--- src/rtl/imem_fetch_port_pkg.sv ---
`default_nettype none
// ============================================================================
//  Module      : imem_fetch_port_pkg
//  Description : Shared types and constants for the instruction-memory fetch
//                port: FSM state encoding, error-cause codes, the NOP word
//                that a zeroed fetch is decoded as, and the first-error
//                latching helper.
//  Revision    : 1.0 - initial release
// ============================================================================
package imem_fetch_port_pkg;

  typedef enum logic [1:0] {
    IDLE = 2'd0,
    REQ  = 2'd1,
    RESP = 2'd2
  } fetch_state_t;

  localparam logic [1:0]  ERR_NONE     = 2'b00;
  localparam logic [1:0]  ERR_MISALIGN = 2'b01;
  localparam logic [1:0]  ERR_RANGE    = 2'b10;
  localparam logic [1:0]  ERR_TIMEOUT  = 2'b11;

  localparam logic [31:0] NOP_WORD     = 32'h5400_0000;

  // Only the first error is recorded; once the sticky flag is set the cause
  // already held is kept.
  function automatic logic [1:0] first_err_cause(input logic       err_flag,
                                                 input logic [1:0] cur_cause,
                                                 input logic [1:0] new_cause);
    return err_flag ? cur_cause : new_cause;
  endfunction

endpackage
`default_nettype wire

--- src/rtl/imem_fetch_buffer.sv ---
`default_nettype none
// ============================================================================
//  Module      : imem_fetch_buffer
//  Description : Single-entry last-fetch buffer (tag/data/valid).
//  Ports       : clk, rst          - clock, async active-high reset
//                lookup_addr       - byte address compared against the tag
//                hit               - valid entry matches lookup_addr
//                hit_data          - buffered instruction word
//                capture_en        - load capture_addr/capture_data, set valid
//                capture_addr/data - new tag and data
//                invalidate        - clear valid at the next edge
//  Revision    : 1.0 - initial release
// ============================================================================
module imem_fetch_buffer
  import imem_fetch_port_pkg::*;
(
  input  logic        clk,
  input  logic        rst,
  input  logic [31:0] lookup_addr,
  output logic        hit,
  output logic [31:0] hit_data,
  input  logic        capture_en,
  input  logic [31:0] capture_addr,
  input  logic [31:0] capture_data,
  input  logic        invalidate
);

  logic        r_valid;
  logic [31:0] r_tag;
  logic [31:0] r_data;

  // A capture in the same cycle as invalidate wins: the new word came from
  // the rewritten memory, so it is current.
  always_ff @(posedge clk or posedge rst) begin
    if (rst) begin
      r_valid <= 1'b0;
      r_tag   <= '0;
      r_data  <= '0;
    end else if (capture_en) begin
      r_valid <= 1'b1;
      r_tag   <= capture_addr;
      r_data  <= capture_data;
    end else if (invalidate) begin
      r_valid <= 1'b0;
    end
  end

  // A lookup coinciding with invalidate must already see the entry as gone.
  assign hit      = r_valid && !invalidate && (r_tag == lookup_addr);
  assign hit_data = r_data;

endmodule
`default_nettype wire

--- src/rtl/imem_fetch_port.sv ---
`default_nettype none
// ============================================================================
//  Module      : imem_fetch_port
//  Description : Instruction-memory access port feeding the fetch stage.
//                Accepts a start_read pulse with a byte address, checks it,
//                serves repeated PCs from a one-entry buffer, otherwise runs
//                a req/ack memory read with wait states and a timeout, and
//                returns read_data with a one-cycle ready pulse.
//  Ports       : clk, rst            - clock, async active-high reset
//                start_read, address - fetch request (sampled in IDLE)
//                invalidate          - drop the buffered fetch
//                read_data, ready    - fetched word, one-cycle valid pulse
//                mem_req, mem_addr   - memory request and word address
//                mem_rdata, mem_ack  - memory data and acknowledge
//                fetch_error         - sticky error flag
//                err_cause           - cause of the first error
//  Revision    : 1.0 - initial release
// ============================================================================
module imem_fetch_port
  import imem_fetch_port_pkg::*;
#(
  parameter int ADDR_W    = 16,
  parameter int MEM_WORDS = 16384,
  parameter int TIMEOUT   = 15
) (
  input  logic              clk,
  input  logic              rst,
  input  logic              start_read,
  input  logic [31:0]       address,
  input  logic              invalidate,
  output logic [31:0]       read_data,
  output logic              ready,
  output logic              mem_req,
  output logic [ADDR_W-1:0] mem_addr,
  input  logic [31:0]       mem_rdata,
  input  logic              mem_ack,
  output logic              fetch_error,
  output logic [1:0]        err_cause
);

  // 33-bit limit so the full 32-bit address compares correctly even when
  // MEM_WORDS*4 does not fit in 32 bits.
  localparam logic [32:0] c_addr_limit = 33'(MEM_WORDS) * 33'd4;
  localparam logic [7:0]  c_timeout    = 8'(TIMEOUT);

  fetch_state_t      r_state;
  fetch_state_t      w_state_next;
  logic [7:0]        r_count;
  logic [7:0]        w_count_inc;
  logic [31:0]       r_req_addr;
  logic              r_mem_req;
  logic [ADDR_W-1:0] r_mem_addr;
  logic [31:0]       r_read_data;
  logic              r_fetch_error;
  logic [1:0]        r_err_cause;

  logic              w_misaligned;
  logic              w_out_of_range;
  logic              w_timeout;
  logic              w_hit;
  logic [31:0]       w_hit_data;

  logic              w_accept_miss;
  logic              w_capture;
  logic              w_load_hit;
  logic              w_load_zero;
  logic              w_err_set;
  logic [1:0]        w_err_code;

  imem_fetch_buffer u_buffer (
    .clk          (clk),
    .rst          (rst),
    .lookup_addr  (address),
    .hit          (w_hit),
    .hit_data     (w_hit_data),
    .capture_en   (w_capture),
    .capture_addr (r_req_addr),
    .capture_data (mem_rdata),
    .invalidate   (invalidate)
  );

  assign w_misaligned   = (address[1:0] != 2'b00);
  assign w_out_of_range = ({1'b0, address} >= c_addr_limit);

  // Saturating wait counter. The fetch aborts on the edge at which the
  // counter would reach TIMEOUT, so mem_req is high for at most TIMEOUT
  // cycles. An ack on that same edge still wins.
  assign w_count_inc = (r_count >= c_timeout) ? r_count : r_count + 8'd1;
  assign w_timeout   = !mem_ack && (w_count_inc >= c_timeout);

  always_comb begin
    w_state_next  = r_state;
    w_accept_miss = 1'b0;
    w_capture     = 1'b0;
    w_load_hit    = 1'b0;
    w_load_zero   = 1'b0;
    w_err_set     = 1'b0;
    w_err_code    = ERR_NONE;
    case (r_state)
      IDLE: begin
        if (start_read) begin
          if (w_misaligned) begin
            w_err_set    = 1'b1;
            w_err_code   = ERR_MISALIGN;
            w_load_zero  = 1'b1;
            w_state_next = RESP;
          end else if (w_out_of_range) begin
            w_err_set    = 1'b1;
            w_err_code   = ERR_RANGE;
            w_load_zero  = 1'b1;
            w_state_next = RESP;
          end else if (w_hit) begin
            w_load_hit   = 1'b1;
            w_state_next = RESP;
          end else begin
            w_accept_miss = 1'b1;
            w_state_next  = REQ;
          end
        end
      end
      REQ: begin
        if (mem_ack) begin
          w_capture    = 1'b1;
          w_state_next = RESP;
        end else if (w_timeout) begin
          w_err_set    = 1'b1;
          w_err_code   = ERR_TIMEOUT;
          w_load_zero  = 1'b1;
          w_state_next = RESP;
        end
      end
      RESP: begin
        w_state_next = IDLE;
      end
      default: begin
        w_state_next = IDLE;
      end
    endcase
  end

  always_ff @(posedge clk or posedge rst) begin
    if (rst) begin
      r_state <= IDLE;
    end else begin
      r_state <= w_state_next;
    end
  end

  always_ff @(posedge clk or posedge rst) begin
    if (rst) begin
      r_count    <= '0;
      r_req_addr <= '0;
      r_mem_req  <= 1'b0;
      r_mem_addr <= '0;
    end else begin
      if (w_accept_miss) begin
        r_count    <= '0;
        r_req_addr <= address;
        r_mem_addr <= address[ADDR_W+1:2];
      end else if ((r_state == REQ) && !mem_ack) begin
        r_count <= w_count_inc;
      end
      // REQ is only ever entered from a miss or held while waiting, so the
      // request line simply tracks the next state.
      r_mem_req <= (w_state_next == REQ);
    end
  end

  always_ff @(posedge clk or posedge rst) begin
    if (rst) begin
      r_read_data <= '0;
    end else if (w_capture) begin
      r_read_data <= mem_rdata;
    end else if (w_load_hit) begin
      r_read_data <= w_hit_data;
    end else if (w_load_zero) begin
      r_read_data <= '0;
    end
  end

  always_ff @(posedge clk or posedge rst) begin
    if (rst) begin
      r_fetch_error <= 1'b0;
      r_err_cause   <= ERR_NONE;
    end else if (w_err_set) begin
      r_fetch_error <= 1'b1;
      r_err_cause   <= first_err_cause(r_fetch_error, r_err_cause, w_err_code);
    end
  end

  assign ready       = (r_state == RESP);
  assign read_data   = r_read_data;
  assign mem_req     = r_mem_req;
  assign mem_addr    = r_mem_addr;
  assign fetch_error = r_fetch_error;
  assign err_cause   = r_err_cause;

endmodule
`default_nettype wire
--- config.mk ---
export PLATFORM = sky130hd
export DESIGN_NAME = imem_fetch_port
export DESIGN_NICKNAME = d
export VERILOG_FILES = /design/src/rtl/imem_fetch_port_pkg.sv /design/src/rtl/imem_fetch_buffer.sv /design/src/rtl/imem_fetch_port.sv
export SDC_FILE = /design/constraint.sdc
export NUM_CORES = 1
export LEC_CHECK = 0
export CORE_MARGIN = 1
export CORE_UTILIZATION = 50
export CTS_CLUSTER_DIAMETER = 200
export DETAILED_ROUTE_END_ITERATION = 10
export PLACE_DENSITY = 0.84
export SLEW_MARGIN = 20
export SYNTH_ARGS = -nofsm -noshare
export SYNTH_HDL_FRONTEND = slang
export SYNTH_SLANG_ARGS = --single-unit
--- constraint.sdc ---
create_clock -name clk -period 7.7 [get_ports clk]
set_clock_uncertainty 0.2 [all_clocks]
set_input_delay 1.54 -clock clk [delete_from_list [all_inputs] [get_ports clk]]
set_output_delay 1.54 -clock clk [all_outputs]
set_load 0.02 [all_outputs]
# Yosys cells after proc, flatten, opt, wreduce, memory -nomap -nowiden
# Index checks and enable logic that the tools add are counted.
# classes
n_addsub	1
magnitude_cmp	3
eq_ne	4
muxes	39
bitwise	1
reduce_logical	12
# op_table
cell	n
$mux 32	3
$eq 32x32->1	1
$ge 32x17->1 const B	1
$mux 8	3
$mux 2	11
$mux 1	19
$ge 8x4->1 const B	2
$add 8x1->8 const B	1
$pmux 2 s2	2
$reduce_bool 2->1	3
$eq 2x1->1 const B	2
$logic_and 1x1->1	4
$reduce_bool 3->1	1
$eq 2x2->1 const B	1
$logic_not 1->1	2
$logic_not 2->1	1
$pmux 1 s2	1
$reduce_and 2->1	1
$not 1->1	1
# word_totals
ff_bits	159
in_bits	69
output_inout_bits	53
word_cells	71

# Logic depth before layout (Yosys ltp)
# logic_depth
ltp_word	10
mapped_depth	8
mapped_depth_nobuf	7

# Cells and area by module
# A second synthesis with hierarchy kept.
# unflattened
hier_cells	448
hier_area_um2	6090.8
# by_module_without_submodules
module	instances	cells_each	area_each_um2	seq_area_each_um2
imem_fetch_port	1	265	3324.4	1951.9
imem_fetch_buffer	1	183	2766.4	1626.6

# Worst setup path after synthesis
# Ideal clock, no wire load.
# synth_path
kind	input to register
start	input port address[5]
end	register r_req_addr[2]
setup_ns	0.125
arrival_time_ns	3.136
required_ns	7.375
path_slack_ns	4.239
path_stages	7
path_buffers	1
path_cell_list	xnor2_1 -> nand4_1 -> or4_4 -> nor4_4 -> nor2_2 -> buf_4 -> mux2_4
# synth_between
elab_chain_len	7
word_cells_on_any_way	8
classes_between	order compare (1); eq/ne (1); mux (5); reduce/logical (1)
# synth_rtl
element	line	source
start, declared	imem_fetch_port.sv:29	input logic [31:0] address,
parallel branches: the longest is 3 deep, another holds $ge 32x17->1	-	
$mux 1 *	imem_fetch_port.sv:107	end else if (w_out_of_range) begin
$mux 1 *	imem_fetch_port.sv:102	if (w_misaligned) begin
$mux 1 *	imem_fetch_port.sv:101	if (start_read) begin
$mux 1 *	imem_fetch_port.sv:99	case (r_state)
end signal, assigned	imem_fetch_port.sv:158	r_req_addr <= address;
end, declared	imem_fetch_port.sv:50	logic [31:0] r_req_addr;
# Mark *: on every way between the ends.
# A chain may end at the register's enable or synchronous reset.

# Worst setup path after layout
# layout_path
start	input port address[23]
end	register r_req_addr[15]
# The elaborated chain is that of the path after synthesis.

==> impl_results.md <==
- Pre-CTS WS: 2.90 ns
- Int Power: 1.27 mW
- Worst slew pin tran: 0.773 ns
- H-tree levels: 4
- Yosys top cell by area: dfrtp_1
- DR DRC count: 0
- Synth top area cells: dfrtp_1, nand2_1, o21ai_2
- First-pass DRT Iterations: 4
- Critical path depth: 8
- Gate power share: 0.045
- Final nets: 784
- Final Cell Area: 8160 um^2
- GRT Total Usage: 0.242
- Synth warn: 0
- Largest family of logic cells by synthesized area: simple AND/OR/NAND/NOR gates
- Critical path data arrival time: 4.16 ns
- Crit end category: flip-flop
- Max IR drop VDD: 146 uV
- Hold Crit Class: flip-flop to flip-flop
- RSZ-0062 raised after global routing: false
- Row count: 40
- Worst path bufs/invs: 2
- Routed via count: 4718
- Post-route minimum period: 4.05 ns
- Cell Area, Placed: 7570 um^2
- Share of the synthesized area in the top cell type: 0.559
- First DRT Iteration DRCs: 331
- CP Class: input pin to flip-flop
- Grt ovf: 0
- Fin worst setup slack: 3.65 ns
- Vias in the first global route: 5006
- Antenna violations before repair: 0
- Area Overhead vs Synth: 27.4%
- Synthesized netlist cell count: 612
- Die height: 115 um
- Cell family with most CP delay: simple AND/OR/NAND/NOR gates
- Initial Util: 0.522
- First-pass GRT wire length: 24200 um
- Psw: 0.329 mW
- I/O Pins: 122
- IO buf count: 121
- Power per cell area: 197 nW/um^2
- R2R depth: 6
- Wirelength per Cell: 16.3 um
- Min-Delay Path Depth: 2
- Setup_tns: 0 ns
- CP Data Required Time: 7.81 ns
- CP peak stage delay: 0.46 ns
- Post-route ant nets: 0
- Die Area: 13300 um^2
- Synth Area in XOR/XNOR: 0.0465
- Crit path max-delay cell type: nor2_4
- Global placer's final weighted congestion: 0.862
- Post-synth net total: 682
- Syn Area/Cell: 10.5 um^2
- Layout cell share with drive strength beyond 1: 0.147
- Largest net degree at the start of global routing: 85
- Tcrit/Tclk final: 0.526
- Max_cap viols: 0
- Cts repair resizes: 0
- Footprint of the multi-input gates: 2520 um^2
- Fillers: 924
- Vias/cell: 5.27
- Clk_lat worst skew: 0.42 ns
- CP Launch Type: input pin
- # diodes: 0
- Worst Path Max Fanout: 22
- Clk pwr share: 0.485
- DP Wirelength: 9850 um
- Final Hold Vio Count: 0
- Clock-pin slew on the worst setup and hold paths: 0.06 ns
- Clock Sinks: 143
- CTS Buffer Depth: 2
- Total CTS buffers: 17
- Mapped cell area: 6400 um^2
- Die width: 115 um
- Multiplexer share of the synthesized area: 0.0317
- Core ar.: 12300 um^2
- Ys flop type: dfrtp_1
- Sw Share: 0.205
- Post-CTS setup buffers: 0
- Max Fclk: 247 MHz
- Compound-Gate Fraction of Synth Area: 0.107
- Dpl cells: 862
- FF/Latch Area: 3580 um^2
- Non-filler cells in the finished layout: 895
- Reg power frac: 0.469
- Status: completed
- Post-synth EDFFs: 0
- Simple-gate share of the synthesized area: 0.205
- TritonCTS clock tree: built
- Post-synthesis adder-cell area fraction: 0.00195
- CTS root buf: clkbuf_16
- Worst Hold Slack: 0.256 ns
- Async SR Flop Fraction: 1.00
- Final setup viols: 0
- Static Leakage: 4.05 nW
- # hold bufs at CTS: 0
- Post-synthesis sequential area ratio: 0.559
- Yosys cell types: 47
- Cell Chain, Critical Path: clkdlybuf4s50_1 -> nor4_1 -> nand4_1 -> nor3_1 -> nand2_1 -> nor2_4 -> buf_12 -> mux2_2
- #FFs+latches synth: 143
- WL final: 14600 um
- Slew HR: 0.485
- Max Slew Vio Count: 0
-- power groups by stage --
| stage | registers (mW) | clock network (mW) | logic (mW) |
|---|---|---|---|
| after floorplan | 0.766 | 0 | 0.0243 |
| after global placement | 0.766 | 0 | 0.0720 |
| after detailed placement | 0.766 | 0 | 0.0733 |
| after CTS | 0.753 | 0.789 | 0.0738 |
| after global routing | 0.752 | 0.824 | 0.0794 |
| final | 0.753 | 0.778 | 0.0727 |
-- final timing paths --
check                                   start            endpoint  slack [ns]
min in group asynchronous                 rst       read_data[31]        1.36
max in group asynchronous                 rst  u_buffer.r_tag[14]        4.81
min reg2reg                    r_req_addr[30]  u_buffer.r_tag[30]        0.26
max                               address[23]      r_req_addr[15]        3.65
min                            r_req_addr[30]  u_buffer.r_tag[30]        0.26
max reg2reg                u_buffer.r_tag[22]       read_data[30]        4.87
-- state kept, by name (all words and copies together), names as in the netlist --
register / count
fetch_error: 1
r_state: 2
read_data: 32
mem_req: 1
r_req_addr: 32
u_buffer.r_tag: 32
r_count: 8
u_buffer.r_valid: 1
u_buffer.hit_data: 32
err_cause: 2
-- cell usage after synthesis (2+ instances only) --
cell      number
xor2_1        29
nand3b_1       2
a21boi_0       3
mux2_4        12
inv_1          4
nor4_2         2
nand2_1      231
nand4_1        5
buf_4         20
xnor2_1        5
buf_6          6
nor4_1         9
o21ai_2       29
a21o_1         3
nor3_1         4
nand3_1        3
or4_4          2
nor4_4         2
o21ai_1        2
nor2_1         3
mux2_2         2
a21oi_1        4
nor2b_1       24
buf_1          8
a21boi_1      10
a21boi_2      18
dfrtp_1      143
o21ai_0        3
clkbuf_1       6
-- cell usage in the layout, fill, tap and decap left out, types with 5 or more instances in the layout --
cell type        instances
clkdlybuf4s50_1        121
nand2_1                231
nor4_1                   9
nand4_1                  5
clkinv_2                 5
xnor2_1                  5
o21ai_2                 29
clkbuf_16               17
dfrtp_1                143
a21boi_1                10
xor2_1                  29
mux2_4                  12
a21boi_2                18
nor2b_1                 24
clkbuf_8                 5
-- area by class of cell --
type,count,area share
flip-flops and latches,143,0.439
clock inverters,6,0.00675
well taps,168,0.0258
repair buffers,126,0.155
clock buffers,26,0.0624
inverters,4,0.00245
multi-input cells,422,0.309
-- stage by stage --
step           utilization  total power, mW
2_1_floorplan            -            0.790
3_3_place_gp         0.617            0.838
3_5_place_dp         0.617            0.839
4_1_cts              0.663             1.62
5_1_grt              0.665             1.66
6_report             0.665             1.60
-- worst min-delay path, stage by stage (launching register included) --
cell and delay, ns:
dfrtp_1 0.34, nand2_1 0.05, nand2_1 0.05
-- cell families (layout without fill, tap and decap cells) --
group           count (synthesis)  in the layout
mux                            14             14
simple gates                  294            294
compound gates                 79             79
xor+xnor                       34             34
buf+inv                        47            162
flops                         143            143
fa+ha+maj                       1              1
-- metal layers --
| layer | wire [um] | global-route usage |
|---|---|---|
| met4 | 490 | 0.135 |
| met5 | 0 | 0 |
| met3 | 608 | 0.0511 |
| met1 | 6120 | 0.297 |
| met2 | 7420 | 0.401 |
Power figures use the tool's default switching activity.
